**src/rtl/tlv5618_pkg.sv**
```systemverilog
// Shared definitions for the TLV5618 update scheduler: R-code constants,
// FSM state and channel-select enums, and the control-word packer.
package tlv5618_pkg;

   localparam logic [1:0] RC_B_BUF = 2'b00;  // write B and buffer
   localparam logic [1:0] RC_BUF   = 2'b01;  // write buffer only
   localparam logic [1:0] RC_A_UPD = 2'b10;  // write A, load B from buffer

   typedef enum logic [1:0] {
      ST_IDLE,
      ST_ISSUE,
      ST_WAIT_DONE,
      ST_GAP
   } sched_state_t;

   typedef enum logic {
      CH_A,
      CH_B
   } ch_sel_t;

   // Control word layout: {R1, SPD, PWR, R0, code[11:0]}
   function automatic logic [15:0] pack_word(input logic [1:0]  rc,
                                             input logic        spd,
                                             input logic        pwr,
                                             input logic [11:0] code);
      return {rc[1], spd, pwr, rc[0], code};
   endfunction

endpackage

```
**src/rtl/tlv5618_ch_slot.sv**
```systemverilog
// One channel holding slot: pending flag, newest-wins value register and a
// one-cycle acknowledge. A request in the same cycle as the issue-clear keeps
// the slot pending with the new value.
module tlv5618_ch_slot (
   input  logic        clk,
   input  logic        rst,
   input  logic        req_i,
   input  logic [11:0] data_i,
   input  logic        clr_i,
   output logic        pend_o,
   output logic [11:0] val_o,
   output logic        ack_o
);

   logic        pend_q;
   logic [11:0] val_q;
   logic        ack_q;

   // Slot state: set has priority over clear
   always_ff @(posedge clk or posedge rst) begin
      if (rst) begin
         pend_q <= 1'b0;
         val_q  <= 12'h000;
         ack_q  <= 1'b0;
      end else begin
         ack_q <= req_i;
         if (req_i) begin
            pend_q <= 1'b1;
            val_q  <= data_i;
         end else if (clr_i) begin
            pend_q <= 1'b0;
         end
      end
   end

   assign pend_o = pend_q;
   assign val_o  = val_q;
   assign ack_o  = ack_q;

endmodule

```
**src/rtl/tlv5618_update_sched.sv**
```systemverilog
// TLV5618 channel scheduler: holds A/B codes and issues control words to the
// serial frame driver one at a time, spacing frames by GAP_CYCLES.
// Optional feature macro: TLV5618_SYNC_UPDATE_EN (both pending -> B goes to
// the buffer only, so A and B outputs change together on the A frame).
//
// state      | meaning
// IDLE       | nothing in flight, waiting for a pending slot
// ISSUE      | drv_go pulse, word presented, chosen slot cleared
// WAIT_DONE  | frame shifting out, waiting for drv_done
// GAP        | inter-frame idle countdown, then next frame or IDLE
module tlv5618_update_sched
   import tlv5618_pkg::*;
#(
   parameter int unsigned GAP_CYCLES = 4
) (
   input  logic        clk,
   input  logic        rst,
   input  logic        a_req,
   input  logic [11:0] a_data,
   output logic        a_ack,
   input  logic        b_req,
   input  logic [11:0] b_data,
   output logic        b_ack,
   input  logic        spd_fast,
   input  logic        pwr_dn,
   output logic [15:0] drv_data,
   output logic        drv_go,
   input  logic        drv_done,
   output logic        busy
);

   localparam int CW = (GAP_CYCLES > 1) ? $clog2(GAP_CYCLES) : 1;

`ifdef TLV5618_SYNC_UPDATE_EN
   localparam logic [1:0] RC_PAIR_B = RC_BUF;
`else
   localparam logic [1:0] RC_PAIR_B = RC_B_BUF;
`endif

   sched_state_t   state_q, state_d;
   ch_sel_t        sel_q, sel_d;
   logic [1:0]     rc_q, rc_d;
   logic           pair_q, pair_d;
   logic [CW-1:0]  cnt_q, cnt_d;
   logic [15:0]    drv_data_q;

   logic           a_pend, b_pend;
   logic [11:0]    a_val, b_val;
   logic           dec_go, dec_pair;
   ch_sel_t        dec_sel;
   logic [1:0]     dec_rc;
   logic           frame_end;
   logic [15:0]    word;

   tlv5618_ch_slot u_slot_a (
      .clk    (clk),
      .rst    (rst),
      .req_i  (a_req),
      .data_i (a_data),
      .clr_i  ((state_q == ST_ISSUE) && (sel_q == CH_A)),
      .pend_o (a_pend),
      .val_o  (a_val),
      .ack_o  (a_ack)
   );

   tlv5618_ch_slot u_slot_b (
      .clk    (clk),
      .rst    (rst),
      .req_i  (b_req),
      .data_i (b_data),
      .clr_i  ((state_q == ST_ISSUE) && (sel_q == CH_B)),
      .pend_o (b_pend),
      .val_o  (b_val),
      .ack_o  (b_ack)
   );

   // Choice of next frame from the pending flags (B first when both pending)
   always_comb begin
      dec_go   = a_pend | b_pend;
      dec_sel  = CH_B;
      dec_rc   = RC_B_BUF;
      dec_pair = 1'b0;
      if (a_pend && b_pend) begin
         dec_rc   = RC_PAIR_B;
         dec_pair = 1'b1;
      end else if (a_pend) begin
         dec_sel  = CH_A;
         dec_rc   = RC_A_UPD;
      end
   end

   // Next-state logic; frame end chains straight into the next ISSUE
   always_comb begin
      state_d   = state_q;
      sel_d     = sel_q;
      rc_d      = rc_q;
      pair_d    = pair_q;
      cnt_d     = cnt_q;
      frame_end = 1'b0;
      case (state_q)
         ST_IDLE: begin
            if (dec_go) begin
               state_d = ST_ISSUE;
               sel_d   = dec_sel;
               rc_d    = dec_rc;
               pair_d  = dec_pair;
            end
         end
         ST_ISSUE: state_d = ST_WAIT_DONE;
         ST_WAIT_DONE: begin
            if (drv_done) begin
               if (GAP_CYCLES == 0) begin
                  frame_end = 1'b1;
               end else begin
                  state_d = ST_GAP;
                  cnt_d   = CW'(GAP_CYCLES - 1);
               end
            end
         end
         ST_GAP: begin
            if (cnt_q == '0) frame_end = 1'b1;
            else             cnt_d     = cnt_q - CW'(1);
         end
         default: state_d = ST_IDLE;
      endcase
      if (frame_end) begin
         if (pair_q) begin
            state_d = ST_ISSUE;
            sel_d   = CH_A;
            rc_d    = RC_A_UPD;
            pair_d  = 1'b0;
         end else if (dec_go) begin
            state_d = ST_ISSUE;
            sel_d   = dec_sel;
            rc_d    = dec_rc;
            pair_d  = dec_pair;
         end else begin
            state_d = ST_IDLE;
         end
      end
   end

   // FSM and issue-snapshot registers
   always_ff @(posedge clk or posedge rst) begin
      if (rst) begin
         state_q    <= ST_IDLE;
         sel_q      <= CH_A;
         rc_q       <= RC_B_BUF;
         pair_q     <= 1'b0;
         cnt_q      <= '0;
         drv_data_q <= 16'h0000;
      end else begin
         state_q <= state_d;
         sel_q   <= sel_d;
         rc_q    <= rc_d;
         pair_q  <= pair_d;
         cnt_q   <= cnt_d;
         if (state_q == ST_ISSUE) drv_data_q <= word;
      end
   end

   // The word is live during ISSUE and then held in drv_data_q
   assign word     = pack_word(rc_q, spd_fast, pwr_dn, (sel_q == CH_A) ? a_val : b_val);
   assign drv_data = (state_q == ST_ISSUE) ? word : drv_data_q;
   assign drv_go   = (state_q == ST_ISSUE);
   assign busy     = (state_q != ST_IDLE);

endmodule
```
**config.mk**
```make
export PLATFORM = sky130hd
export DESIGN_NAME = tlv5618_update_sched
export DESIGN_NICKNAME = d
export VERILOG_FILES = /design/src/rtl/tlv5618_pkg.sv /design/src/rtl/tlv5618_ch_slot.sv /design/src/rtl/tlv5618_update_sched.sv
export SDC_FILE = /design/constraint.sdc
export NUM_CORES = 1
export LEC_CHECK = 0
export CAP_MARGIN = 20
export CORE_MARGIN = 3
export CORE_UTILIZATION = 40
export DETAILED_ROUTE_END_ITERATION = 10
export MAX_ROUTING_LAYER = met4
export PLACE_DENSITY_LB_ADDON = 0.12
export SYNTH_ARGS = -nofsm -noshare
export SYNTH_HDL_FRONTEND = slang
export SYNTH_HIERARCHICAL = 1
export SYNTH_SLANG_ARGS = --single-unit
```
**constraint.sdc**
```tcl
create_clock -name clk -period 3.2 [get_ports clk]
set_input_delay 0.48 -clock clk [delete_from_list [all_inputs] [get_ports clk]]
set_output_delay 0.48 -clock clk [all_outputs]
set_load 0.03 [all_outputs]
```
==> impl_metrics.prom <==
# TYPE chip_impl_metric gauge
chip_impl_info{name="outcome",value="complete, no violations"} 1
chip_impl_metric{name="clock_period_minus_final_worst_setup_slack",unit="ns"} 2.82
chip_impl_metric{name="antenna_found_initial",unit=""} 0
chip_impl_metric{name="achievable-frequency",unit="MHz"} 355
chip_impl_metric{name="worst_clock_skew",unit="ns"} 0.00717
chip_impl_metric{name="crit_arrival",unit="ns"} 2.34
chip_impl_metric{name="sequential_power_share",unit=""} 0.349
chip_impl_info{name="final_common_cell",value="sky130_fd_sc_hd__dfrtp_1"} 1
chip_impl_metric{name="grt_max_degree",unit=""} 33
chip_impl_metric{name="slew_viol_final",unit=""} 0
chip_impl_metric{name="switching_power_total",unit="uW"} 1090
chip_impl_info{name="rsz0062_at_grt",value="false"} 1
chip_impl_metric{name="firstDrtPassIters",unit=""} 4
chip_impl_metric{name="drive_above_1_share",unit=""} 0.199
chip_impl_metric{name="row_count",unit=""} 27
chip_impl_metric{name="viasPerCell",unit=""} 4.90
chip_impl_metric{name="max_cap_viol_count",unit=""} 0
chip_impl_metric{name="first_pass_grt_wire_length",unit="mm"} 7.64
chip_impl_metric{name="max_slew_margin",unit=""} 0.398
chip_impl_metric{name="p_sw_frac",unit=""} 0.396
chip_impl_metric{name="mappedNetlistArea",unit="um^2"} 2320
chip_impl_metric{name="filler_cell_count",unit=""} 471
chip_impl_metric{name="cts_hold_repair.buffers",unit=""} 0
chip_impl_metric{name="required",unit="ns"} 2.72
chip_impl_metric{name="clk_slew_on_worst_s_h_paths",unit="ns"} 0.09
chip_impl_info{name="synth_ff_type",value="sky130_fd_sc_hd__dfrtp_1"} 1
chip_impl_metric{name="routed_wire_length",unit="mm"} 4.63
chip_impl_metric{name="share_clk_of_total_power",unit=""} 0.161
chip_impl_metric{name="dp_hpwl",unit="mm"} 3.22
chip_impl_metric{name="cts_buffers",unit=""} 5
chip_impl_metric{name="critical_path.max_fanout",unit=""} 32
chip_impl_metric{name="route.vias.total",unit=""} 1484
chip_impl_info{name="cts_root_buffer",value="sky130_fd_sc_hd__clkbuf_8"} 1
chip_impl_metric{name="warnings_synthesis",unit=""} 6
chip_impl_metric{name="design.die.area",unit="um^2"} 6750
chip_impl_metric{name="placedInstanceArea",unit="um^2"} 2860
chip_impl_metric{name="timing.final.setup_violations",unit=""} 0
chip_impl_metric{name="place_congestion",unit=""} 0.769
chip_impl_info{name="cts_tree",value="done"} 1
chip_impl_metric{name="fp.dieH",unit="um"} 82.2
chip_impl_metric{name="clk_path_buf_depth",unit=""} 2
chip_impl_metric{name="groute.usage.overall",unit=""} 0.157
chip_impl_metric{name="period_share",unit=""} 0.881
chip_impl_metric{name="power_per_standard_cell_area",unit="nW/um^2"} 918
chip_impl_metric{name="effective_utilization_at_floorplan",unit=""} 0.416
chip_impl_metric{name="initialDrtViolationCount",unit=""} 84
chip_impl_metric{name="final_antenna_net_count",unit=""} 0
chip_impl_metric{name="post_cts_resize_count",unit=""} 0
chip_impl_info{name="worst_setup_path_end_kind",value="primary output"} 1
chip_impl_metric{name="power_report.internal_total",unit="uW"} 1660
chip_impl_metric{name="fin_setup_tns",unit="ns"} 0
chip_impl_metric{name="first_global_vias",unit=""} 1590
chip_impl_metric{name="tightestPinTransition",unit="ns"} 0.900
chip_impl_metric{name="floorplan_die_width",unit="um"} 82.2
chip_impl_metric{name="finalNetCount",unit=""} 267
chip_impl_metric{name="vdd_drop_max",unit="mV"} 0.656
chip_impl_metric{name="area_delta_synth_final",unit="%"} 29.4
chip_impl_metric{name="synth_enable_flop_cells",unit=""} 0
chip_impl_metric{name="port-buffer-count",unit=""} 50
chip_impl_metric{name="core_area",unit="um^2"} 5570
chip_impl_metric{name="cts_htree_levels",unit=""} 2
chip_impl_metric{name="synth.distinct_cells",unit=""} 31
chip_impl_metric{name="antenna_cells",unit=""} 0
chip_impl_metric{name="cts_setup_buffers",unit=""} 0
chip_impl_metric{name="syn_avg_cell_area",unit="um^2"} 13.0
chip_impl_metric{name="power.static_leakage",unit="uW"} 0.00140
chip_impl_metric{name="timing_hold_violations_final",unit=""} 0
chip_impl_info{name="most-common-layout-cells",value="sky130_fd_sc_hd__dfrtp_1, sky130_fd_sc_hd__clkdlybuf4s50_1, sky130_fd_sc_hd__nor2_1, sky130_fd_sc_hd__mux2_4, sky130_fd_sc_hd__a21oi_1"} 1
chip_impl_metric{name="synth.net_count",unit=""} 215
chip_impl_metric{name="multiInputGateArea",unit="um^2"} 922
chip_impl_metric{name="post_synth_inst_count",unit=""} 178
chip_impl_metric{name="register_area",unit="um^2"} 1300
chip_impl_metric{name="tritoncts_num_sinks",unit=""} 52
chip_impl_metric{name="globalRoute.totalOverflow",unit=""} 0
chip_impl_metric{name="synth.yosys.seq_area_share",unit=""} 0.561
chip_impl_metric{name="synth.ff_latch_count",unit=""} 52
chip_impl_metric{name="route.detailed.drc",unit=""} 0
chip_impl_metric{name="avgRoutedWirePerCell",unit="um"} 15.3
chip_impl_metric{name="floorplan.io_pins",unit=""} 51
chip_impl_metric{name="combPwrFrac",unit=""} 0.490
chip_impl_metric{name="asyncSetResetFlopFracSynth",unit=""} 1.00
chip_impl_info{name="hp-class",value="flop to flop"} 1
chip_impl_info{name="critPathLaunchType",value="flop"} 1
chip_impl_metric{name="clock_latency_of_the_later_clocked_register_in_the_worst_skew_pair",unit="ns"} 0.30
chip_impl_info{name="worst-setup-path-type",value="flop to primary output"} 1
chip_impl_metric{name="final_non_filler_cell_area",unit="um^2"} 3000
## worst max-delay path, stage by stage, from the launching register on
cell and delay (ns):
sky130_fd_sc_hd__dfrtp_1 0.41, sky130_fd_sc_hd__inv_1 0.13, sky130_fd_sc_hd__ha_1 0.17, sky130_fd_sc_hd__buf_4 0.33, sky130_fd_sc_hd__nor2_1 0.09, sky130_fd_sc_hd__a21oi_1 0.20, sky130_fd_sc_hd__clkdlybuf4s50_1 0.71
## cells by family after synthesis
family                   after synthesis  synth area share
AND/OR/NAND/NOR                       31            0.0599
multiplexers                          41             0.223
buffers and inverters                 18            0.0415
adder cells (fa/ha/maj)                6            0.0324
AO/OA/AOI/OAI                         30            0.0820
flip-flops                            52             0.561
## layer usage
metal / GRT usage / part of all wire
met1: 0.197 / 0.45
met2: 0.258 / 0.51
met3: 0.0358 / 0.033
met4: 0.0449 / 0.0045
met5: - / 0
## per-stage QoR
stage / setup slack (ns) / cells / hold WS, ns / power (uW) / utilization
global route: 0.183 / 303 / 0.523 / 2940 / 0.538
finish: 0.381 / 303 / 0.508 / 2760 / 0.538
CTS: 0.356 / 302 / 0.510 / 2780 / 0.534
global placement: 0.754 / 294 / 0.480 / 2300 / 0.514
floorplan: 0.945 / 178 / 0.369 / 1860 / -
detailed placement: 0.695 / 294 / 0.485 / 2330 / 0.514
## sequential cells by signal, summed over array words and instances (netlist names)
register and cells:
rc_q 2, pair_q 1, cnt_q 2, u_slot_a/ack_o 1
u_slot_b/pend_o 1, drv_data_q 16, u_slot_a/pend_o 1, sel_q 1
state_q 2, u_slot_b/ack_o 1, u_slot_b/val_o 12, u_slot_a/val_o 12
## path summary, 6_finish.rpt
check | slack [ns] | from | depth (start not counted) | end
hold / removal | 0.51 | drv_data_q[14] | 1 | drv_data_q[14]
setup / recovery | 0.38 | state_q[1] | 6 | drv_data[5]
min in group asynchronous | 0.52 | rst | 2 | drv_data_q[6]
max in group asynchronous | 2.16 | rst | 2 | u_slot_b/ack_o
setup reg to reg | 1.50 | state_q[1] | 7 | state_q[0]
hold reg to reg | 0.51 | drv_data_q[14] | 1 | drv_data_q[14]
## synthesized netlist by cell type (2+ instances only)
cell	n	share of area
sky130_fd_sc_hd__mux2_2	10	0.049
sky130_fd_sc_hd__nand3_1	2	0.0043
sky130_fd_sc_hd__buf_2	2	0.0043
sky130_fd_sc_hd__dfrtp_1	52	0.56
sky130_fd_sc_hd__and2_1	2	0.0054
sky130_fd_sc_hd__mux2_4	19	0.12
sky130_fd_sc_hd__mux2i_1	12	0.052
sky130_fd_sc_hd__a21oi_2	2	0.0076
sky130_fd_sc_hd__a21oi_1	16	0.035
sky130_fd_sc_hd__nor3_1	2	0.0043
sky130_fd_sc_hd__inv_1	11	0.018
sky130_fd_sc_hd__buf_6	3	0.015
sky130_fd_sc_hd__a21o_2	2	0.0076
sky130_fd_sc_hd__o31ai_1	2	0.0065
sky130_fd_sc_hd__nand2_1	2	0.0032
sky130_fd_sc_hd__nor2_1	19	0.031
sky130_fd_sc_hd__ha_1	6	0.032
## power by group through the flow
stage               logic, uW  clock network (uW)  registers, uW
floorplan                 940                   0            922
global placement         1330                   0            969
detailed placement       1350                   0            976
CTS                      1360                 455            963
global route             1470                 487            984
finish                   1350                 444            961
## final cells by class
| cell class | count | share of cell area |
|---|---|---|
| Clock inverter | 3 | 0.0142 |
| Timing Repair Buffer | 52 | 0.178 |
| Multi-Input combinational cell | 108 | 0.307 |
| Inverter | 11 | 0.0138 |
| Tap cell | 72 | 0.0300 |
| Clock buffer | 5 | 0.0229 |
| Sequential cell | 52 | 0.434 |
(Power assumes the default switching activity.)
